File: src/rtl/uart_rx_cfg.sv
// uart_rx_cfg: configurable UART receiver (5-9 data bits, none/odd/even parity, 1-2 stop bits).
// Latency: 2-cycle input synchroniser; rx_done pulses the cycle after the last stop-bit sample.
// No backpressure: rx_done is a one-cycle pulse and the consumer must take rx_data then.
// Optional build macro UART_RX_MAJORITY_EN: 3-sample majority vote at every sample point.
`timescale 1ns/1ps
module uart_rx_cfg #(
  parameter int CLK_FREQ  = 50000000,
  parameter int BAUD_RATE = 9600,
  parameter int DATA_BITS = 8,
  parameter int PARITY    = 0,
  parameter int STOP_BITS = 1
) (
  input  logic                 clk,
  input  logic                 rst,
  input  logic                 rx_serial,
  output logic                 rx_active,
  output logic [DATA_BITS-1:0] rx_data,
  output logic                 rx_done,
  output logic                 rx_parity_err,
  output logic                 rx_frame_err
);

  localparam int CLKS_PER_BIT = CLK_FREQ / BAUD_RATE;
  localparam int CW = $clog2(CLKS_PER_BIT) + 1;
  localparam int BW = $clog2(DATA_BITS) + 1;
  localparam logic [CW-1:0] HALF_LOAD = CW'(CLKS_PER_BIT / 2 - 1);
  localparam logic [CW-1:0] BIT_LOAD  = CW'(CLKS_PER_BIT - 1);
  localparam logic [BW-1:0] LAST_BIT  = BW'(DATA_BITS - 1);
  // Required XOR of data bits and parity bit: 1 for odd parity, 0 for even.
  localparam logic PAR_TARGET = (PARITY == 1);

  typedef enum logic [2:0] {
    S_IDLE, S_START, S_DATA, S_PARITY, S_STOP, S_CLEAN, S_WAIT_IDLE
  } state_t;

  state_t                 state;
  logic                   rx_meta;
  logic                   rx_s;
  logic                   sample;
  logic [CW-1:0]          clk_count;
  logic [BW-1:0]          bit_index;
  logic [DATA_BITS-1:0]   buffer;
  logic                   stop_cnt;
  logic                   par_err;
  logic                   frm_err;
  logic                   count_done;
  logic                   stop_last;
  logic                   par_bad;

  // Two-flop synchroniser; idles high so reset never looks like a start bit.
  always_ff @(posedge clk) begin
    if (rst) begin
      rx_meta <= 1'b1;
      rx_s    <= 1'b1;
    end else begin
      rx_meta <= rx_serial;
      rx_s    <= rx_meta;
    end
  end

`ifdef UART_RX_MAJORITY_EN
  // rx_hist[0] holds rx_s from one cycle ago, rx_hist[1] from two cycles ago.
  logic [1:0] rx_hist;

  // History of the synchronised line for the majority vote.
  always_ff @(posedge clk) begin
    if (rst) rx_hist <= 2'b11;
    else     rx_hist <= {rx_hist[0], rx_s};
  end

  assign sample = (rx_hist[1] & rx_hist[0]) | (rx_hist[1] & rx_s) | (rx_hist[0] & rx_s);
`else
  assign sample = rx_s;
`endif

  assign count_done = (clk_count == '0);
  assign stop_last  = (STOP_BITS == 1) | stop_cnt;
  assign par_bad    = ((^buffer) ^ sample) != PAR_TARGET;

  // Frame state machine with registered outputs.
  always_ff @(posedge clk) begin
    if (rst) begin
      state         <= S_IDLE;
      clk_count     <= '0;
      bit_index     <= '0;
      buffer        <= '0;
      stop_cnt      <= 1'b0;
      par_err       <= 1'b0;
      frm_err       <= 1'b0;
      rx_active     <= 1'b0;
      rx_data       <= '0;
      rx_done       <= 1'b0;
      rx_parity_err <= 1'b0;
      rx_frame_err  <= 1'b0;
    end else begin
      rx_done <= 1'b0;
      case (state)
        S_IDLE: begin
          if (!rx_s) begin
            clk_count <= HALF_LOAD;
            rx_active <= 1'b1;
            par_err   <= 1'b0;
            frm_err   <= 1'b0;
            state     <= S_START;
          end
        end
        S_START: begin
          if (!count_done) begin
            clk_count <= clk_count - 1'b1;
          end else if (!sample) begin
            clk_count <= BIT_LOAD;
            bit_index <= '0;
            state     <= S_DATA;
          end else begin
            // Start bit gone by mid-bit: treat as a glitch.
            rx_active <= 1'b0;
            state     <= S_IDLE;
          end
        end
        S_DATA: begin
          if (!count_done) begin
            clk_count <= clk_count - 1'b1;
          end else begin
            for (int i = 0; i < DATA_BITS; i++) begin
              if (bit_index == BW'(i)) buffer[i] <= sample;
            end
            clk_count <= BIT_LOAD;
            if (bit_index == LAST_BIT) begin
              stop_cnt <= 1'b0;
              state    <= (PARITY != 0) ? S_PARITY : S_STOP;
            end else begin
              bit_index <= bit_index + 1'b1;
            end
          end
        end
        S_PARITY: begin
          if (!count_done) begin
            clk_count <= clk_count - 1'b1;
          end else begin
            par_err   <= par_bad;
            clk_count <= BIT_LOAD;
            state     <= S_STOP;
          end
        end
        S_STOP: begin
          if (!count_done) begin
            clk_count <= clk_count - 1'b1;
          end else if (stop_last) begin
            rx_done       <= 1'b1;
            rx_data       <= buffer;
            rx_parity_err <= par_err;
            rx_frame_err  <= frm_err | ~sample;
            rx_active     <= 1'b0;
            state         <= S_CLEAN;
          end else begin
            frm_err   <= frm_err | ~sample;
            stop_cnt  <= 1'b1;
            clk_count <= BIT_LOAD;
          end
        end
        S_CLEAN: begin
          // A framing error may be a break; wait for the line to go idle first.
          state <= rx_frame_err ? S_WAIT_IDLE : S_IDLE;
        end
        S_WAIT_IDLE: begin
          if (rx_s) state <= S_IDLE;
        end
        default: state <= S_IDLE;
      endcase
    end
  end

endmodule

File: config.mk
export PLATFORM = sky130hd
export DESIGN_NAME = uart_rx_cfg
export DESIGN_NICKNAME = d
export VERILOG_FILES = /design/src/rtl/uart_rx_cfg.sv
export SDC_FILE = /design/constraint.sdc
export NUM_CORES = 1
export LEC_CHECK = 0
export BUFFER_PORTS_ARGS = -buffer_cell sky130_fd_sc_hd__buf_4
export CAP_MARGIN = 10
export CORE_MARGIN = 2
export CORE_UTILIZATION = 50
export DETAILED_ROUTE_END_ITERATION = 8
export PLACE_DENSITY_LB_ADDON = 0.12
export SLEW_MARGIN = 20
export SYNTH_ARGS = -nofsm -noshare
export SYNTH_HDL_FRONTEND = slang
export SYNTH_SLANG_ARGS = --single-unit
File: constraint.sdc
create_clock -name clk -period 2.9 [get_ports clk]
set_input_delay 0 -clock clk [delete_from_list [all_inputs] [get_ports clk]]
set_output_delay 0 -clock clk [all_outputs]
set_load 0.005 [all_outputs]
# Word level (Yosys, flattened, before mapping)
# Index checks and enable logic that the tools add are counted.
[op_classes]
n_addsub = 2
mul = 0
div = 0
order_cmp = 0
eq_ne = 25
shift = 0
mux = 30
n_bitwise = 3
n_reduce_logical = 24
[ops]
columns = ["operator", "count"]
rows = [
  ["$mux 14", 5],
  ["$pmux 14 s4", 1],
  ["$reduce_and 3->1", 9],
  ["$mux 3", 8],
  ["$ne 2x2->1 const B", 11],
  ["$pmux 3 s7", 1],
  ["$eq 4x3->1 const B", 4],
  ["$mux 4", 4],
  ["$logic_not 14->1", 1],
  ["$sub 14x1->14 const B", 1],
  ["$reduce_and 5->1", 2],
  ["$eq 3x3->1 const B", 3],
  ["$eq 4x2->1 const B", 2],
  ["$pmux 4 s2", 1],
  ["$reduce_xor 8->1", 1],
  ["$mux 1", 7],
  ["$reduce_and 7->1", 1],
  ["$eq 3x2->1 const B", 2],
  ["$add 4x1->4 const B", 1],
  ["$eq 4x1->1 const B", 1],
  ["$logic_not 4->1", 1],
  ["$reduce_and 4->1", 1],
  ["$reduce_bool 2->1", 2],
  ["$reduce_bool 4->1", 1],
  ["11 further kinds", 13],
]
[totals]
ff_bits = 44
latch_bits = 0
ramBits = 0
mem_bits_ro = 0
elab_cells = 103
memories = 0

# Logic depth before layout (Yosys ltp)
[depth]
depth_word = 4
depth_mapped = 10
ltp_nobuf = 7

# Least setup slack after synthesis
# Ideal clock, no wire load.
[synth_timing]
path_kind = "reg2reg"
start = "register clk_count[0]"
end = "register state[1]"
setup_ps = 91
arrival_ps = 1998
required_ps = 2809
slack_ps = 811
path_stages_with_launch = 9
path_cell_list = "dfxtp_1 inv_1 ha_1 nor4b_2 and4_1 buf_4 nor2_2 or4_1 a311oi_1"
[synth_via]
elab_chain_len = 3
[synth_rtl]
columns = ["item", "line", "text"]
rows = [
  ["start: declaration", "40", "logic [CW-1:0] clk_count;"],
  ["start signal: assignment", "109", "clk_count <= clk_count - 1'b1;"],
  ["start signal: assignment", "122", "clk_count <= clk_count - 1'b1;"],
  ["start signal: assignment", "138", "clk_count <= clk_count - 1'b1;"],
  ["$logic_not 14->1 (*)", "76", "assign count_done = (clk_count == '0);"],
  ["$ne 2x2->1 (no source line)", "-", ""],
  ["$reduce_and 7->1 (no source line) (*)", "-", ""],
  ["end signal: assignment", "130", "state <= (PARITY != 0) ? S_PARITY : S_STOP;"],
  ["end signal: assignment", "163", "state <= rx_frame_err ? S_WAIT_IDLE : S_IDLE;"],
  ["end: declaration", "36", "state_t state;"],
]
# Every way passes the cells marked *; elsewhere a longest branch is shown, timed or not.
# A chain may end at the register's enable or synchronous reset.

# Worst setup path after layout
[layout_timing]
start = "register clk_count[0]"
end = "register buffer[1]"
[layout_via]
elab_chain_len = 2
[layout_rtl]
columns = ["item", "line", "text"]
rows = [
  ["$logic_not 14->1", "76", ""],
  ["$reduce_and 3->1 (no source line)", "-", ""],
  ["end signal: indexed assignment", "125", "if (bit_index == BW'(i)) buffer[i] <= sample;"],
  ["end: declaration", "42", "logic [DATA_BITS-1:0] buffer;"],
]
# Every way passes these cells.

==> reports/metrics.json <==
{
  "outcome": "finished clean",
  "post_synthesis_sequential_element_count": 44,
  "power_density_cells_mw_per_mm2": 554,
  "critical_path_class": "flop to flop",
  "cts-htree-levels": 2,
  "wl_per_cell_um": 14.6,
  "clk_latency_ps": 300,
  "avgViaCountPerCell": 5.83,
  "setup_tns_ps": 0,
  "globalRouteTotalUtil": 0.208,
  "yosys_most_used_dff": "sky130_fd_sc_hd__dfxtp_1",
  "detailedRoute.firstPassIterationCount": 4,
  "placement_rows": 24,
  "filler_cell_count": 404,
  "leading_cell_types_by_total_area_after_synthesis": "sky130_fd_sc_hd__dfxtp_1 39%, sky130_fd_sc_hd__a21oi_1 7.7%, sky130_fd_sc_hd__nand2_1 5.1%, sky130_fd_sc_hd__nor2_1 5.1%, sky130_fd_sc_hd__o21ai_0 3.5%",
  "hpwlAfterDp_um": 3360,
  "syn_area_mm2": 0.00227,
  "grt_overflow": 0,
  "critical_path_rt_ps": 3070,
  "fin_crit_ps": 2550,
  "worst_clock_skew_ps": 9.05,
  "placedCellCount": 339,
  "critical_path_cell_sequence": "inv_1, ha_1, nor4b_2, nand4_1, nor4_2, a21bo_2, a21oi_1",
  "cts_tree": "built",
  "worst_ir_drop_vdd_mv": 0.294,
  "hold_viol": 0,
  "die-area_mm2": 0.00509,
  "port-buffer-count": 14,
  "wl_met3_um": 147,
  "final.period_utilization": 0.878,
  "cts.sink_count": 44,
  "cp_data_arrival_time_ps": 2720,
  "rsz0062_at_grt": "no",
  "synth_largest_area_cell": "sky130_fd_sc_hd__dfxtp_1",
  "synthCells": 285,
  "grt_antenna_before_repair": 0,
  "drv.max_cap_violation_count": 0,
  "top_layer_used": "met4",
  "synth_xor_area_frac": 0.0347,
  "main_combinational_cell_family_by_area_after_synthesis": "simple AND/OR/NAND/NOR gates",
  "postCtsSetupBuffers": 0,
  "syn_nets": 293,
  "synthToLayoutAreaGrowth_pct": 11.6,
  "timing.hold.worst.class": "input pin to flop",
  "hold_ws_ps": 138,
  "critical_path.endpoint_type": "flop",
  "critical_path.slowest_cell": "sky130_fd_sc_hd__nor4_2",
  "pwr-share-comb": 0.193,
  "synth-compound-area-share": 0.223,
  "switching_share": 0.300,
  "critical-path-max-stage-delay_ps": 680,
  "clock_tree_buf_depth": 2,
  "cts.repair.resized": 0,
  "p_switching_uw": 421,
  "cts-root-buf": "sky130_fd_sc_hd__clkbuf_8",
  "post-route-drc-count": 0,
  "async_reset_ff_frac": 0,
  "yosysSeqAreaShare": 0.388,
  "clock_power_share": 0.348,
  "detail_route.iter0.violations": 175,
  "grt_max_degree": 46,
  "synth.area.mux_share": 0.0265,
  "pin_count": 15,
  "route.layer.met1.wl_um": 2420,
  "power_leakage_nw": 0.930,
  "cts.hold.buffers_added": 1,
  "post_synth_fa_ha_maj_area_fraction": 0.0276,
  "post-synth-top-count-cell": "sky130_fd_sc_hd__dfxtp_1",
  "share_seq_of_total_power": 0.459,
  "clkSlewWorstSetupHoldPaths_ps": 90,
  "ant_nets": 0,
  "setup-violations-final": 0,
  "worst_slew_margin": 0.539,
  "antennaDiodeCount": 0,
  "layoutNonFillerInstCount": 348,
  "post_route_cells_drive_above_1_share": 0.135,
  "core_area_mm2": 0.00435,
  "critical_path.max_fanout": 8,
  "report.final.slew_viol_count": 0,
  "synth_area_per_cell_um2": 7.96,
  "grt_pass1_vias": 1843,
  "ys_types": 47,
  "yosysWarnings": 0,
  "intPower_uw": 982,
  "yosys.area.top_type_share": 0.388,
  "die_h_um": 71.4,
  "wirelength_um": 5090,
  "startpoint_type": "flop",
  "synth_common_cells": "44 x sky130_fd_sc_hd__dfxtp_1, 35 x sky130_fd_sc_hd__a21oi_1, 31 x sky130_fd_sc_hd__nand2_1, 31 x sky130_fd_sc_hd__nor2_1, 16 x sky130_fd_sc_hd__o21ai_0",
  "synthSimpleGateAreaFrac": 0.254,
  "global_route_wire_length_before_repair_um": 8390,
  "maxClockFrequency_ghz": 0.393,
  "chipWidth_um": 71.4,
  "post_synth_edffs": 0,
  "starting_utilization_of_the_core_area": 0.521,
  "cts_buffers": 5,
  "worst_pin_slew_ps": 686,
  "gp_congestion": 0.864,
  "final_net_count": 303,
  "route.met2.wl_um": 2450,
  "route.vias.total": 2029
}
==> cell usage in the layout (no fill, tap or decap), types with 2 or more instances in the layout <==
cell type	Yosys	final
sky130_fd_sc_hd__dfxtp_1	44	44
sky130_fd_sc_hd__a21oi_1	35	35
sky130_fd_sc_hd__nor2_1	31	31
sky130_fd_sc_hd__nand2_1	31	31
sky130_fd_sc_hd__buf_4	1	19
sky130_fd_sc_hd__o21ai_0	16	16
sky130_fd_sc_hd__nor3_1	11	11
sky130_fd_sc_hd__inv_1	9	9
sky130_fd_sc_hd__nand3_1	8	8
sky130_fd_sc_hd__xnor2_1	7	7
sky130_fd_sc_hd__mux2i_1	6	6
sky130_fd_sc_hd__nand4_1	5	5
sky130_fd_sc_hd__ha_1	5	5
sky130_fd_sc_hd__clkbuf_8	0	5
sky130_fd_sc_hd__and3_1	4	4
sky130_fd_sc_hd__a21bo_2	4	4
sky130_fd_sc_hd__a311oi_1	4	4
sky130_fd_sc_hd__nand2b_1	3	3
sky130_fd_sc_hd__a22oi_1	3	3
sky130_fd_sc_hd__or2_2	3	3
sky130_fd_sc_hd__a211oi_1	3	3
sky130_fd_sc_hd__nor4_2	2	2
sky130_fd_sc_hd__nor3b_1	2	2
sky130_fd_sc_hd__o22ai_1	2	2
sky130_fd_sc_hd__o311ai_0	2	2
sky130_fd_sc_hd__o2111ai_1	2	2
sky130_fd_sc_hd__xor2_1	2	2
sky130_fd_sc_hd__or4_1	2	2
sky130_fd_sc_hd__nor2b_1	2	2
sky130_fd_sc_hd__o22a_1	2	2
sky130_fd_sc_hd__or3_1	2	2
sky130_fd_sc_hd__o32a_1	2	2
sky130_fd_sc_hd__clkinv_4	0	2
==> stage by stage <==
| stage | cell area, um^2 | setup WS [ps] | power [mW] | utilization |
|---|---|---|---|---|
| finish | 2530 | 353 | 1.40 | 0.582 |
| global route | 2530 | 77.5 | 1.47 | 0.582 |
| CTS | 2530 | 331 | 1.41 | 0.582 |
| detailed placement | 2410 | 341 | 0.920 | 0.553 |
| global placement | 2410 | 462 | 0.920 | 0.553 |
| floorplan | 2270 | 811 | 0.860 | - |
==> power by group through the flow <==
stage	logic [mW]	clock network (mW)	registers [mW]
6_report	0.271	0.488	0.644
3_5_place_dp	0.263	0	0.658
2_1_floorplan	0.209	0	0.651
5_1_grt	0.297	0.527	0.647
4_1_cts	0.266	0.498	0.644
3_3_place_gp	0.263	0	0.657
==> kinds of logic after synthesis <==
family | Yosys count
xor gates and xnor gates | 9
muxes | 6
adders and majority gates | 5
DFF | 44
and+or+nand+nor | 114
buffers and inverters | 26
AOI/OAI and AO/OA | 81
==> per-layer routing <==
| metal | vias to the layer above | track usage |
|---|---|---|
| li1 | 1029 | - |
| met1 | 966 | 0.263 |
| met2 | 28 | 0.348 |
| met3 | 6 | 0.0450 |
| met4 | 0 | 0.0818 |
| met5 | - | 0 |
==> area by class of cell <==
type,count,area (um^2),share of cell area
clock inverters,3,47.5,0.0188
well taps,52,65.1,0.0257
multi-input cells,215,1280,0.507
flip-flops and latches,44,881,0.348
inverters,9,33.8,0.0133
clock buffers,5,68.8,0.0272
repair buffers,20,153,0.0603
==> flip-flops by register name (all words and copies together), names as in the netlist <==
register / cells
rx_meta: 1
rx_done: 1
rx_active: 1
rx_s: 1
par_err: 1
clk_count: 14
rx_frame_err: 1
buffer: 8
bit_index: 4
rx_parity_err: 1
state: 3
rx_data: 8
==> worst max-delay path: cells and delay by family (launching register included) <==
kind / cells / cell delay (ps)
compound gates: 2 / 290
simple gates: 3 / 1530
fa+ha+maj: 1 / 180
flops: 1 / 350
buf+inv: 1 / 70
==> worst paths after layout <==
kind	startpoint	end	slack, ps	cells past startpoint
setup / recovery	clk_count[0]	buffer[1]	350	7
hold / removal	rst	buffer[7]	140	2
setup reg to reg	clk_count[0]	buffer[1]	350	7
hold reg to reg	rx_meta	rx_s	430	1
Note: power is estimated with default switching activity, not from simulation.
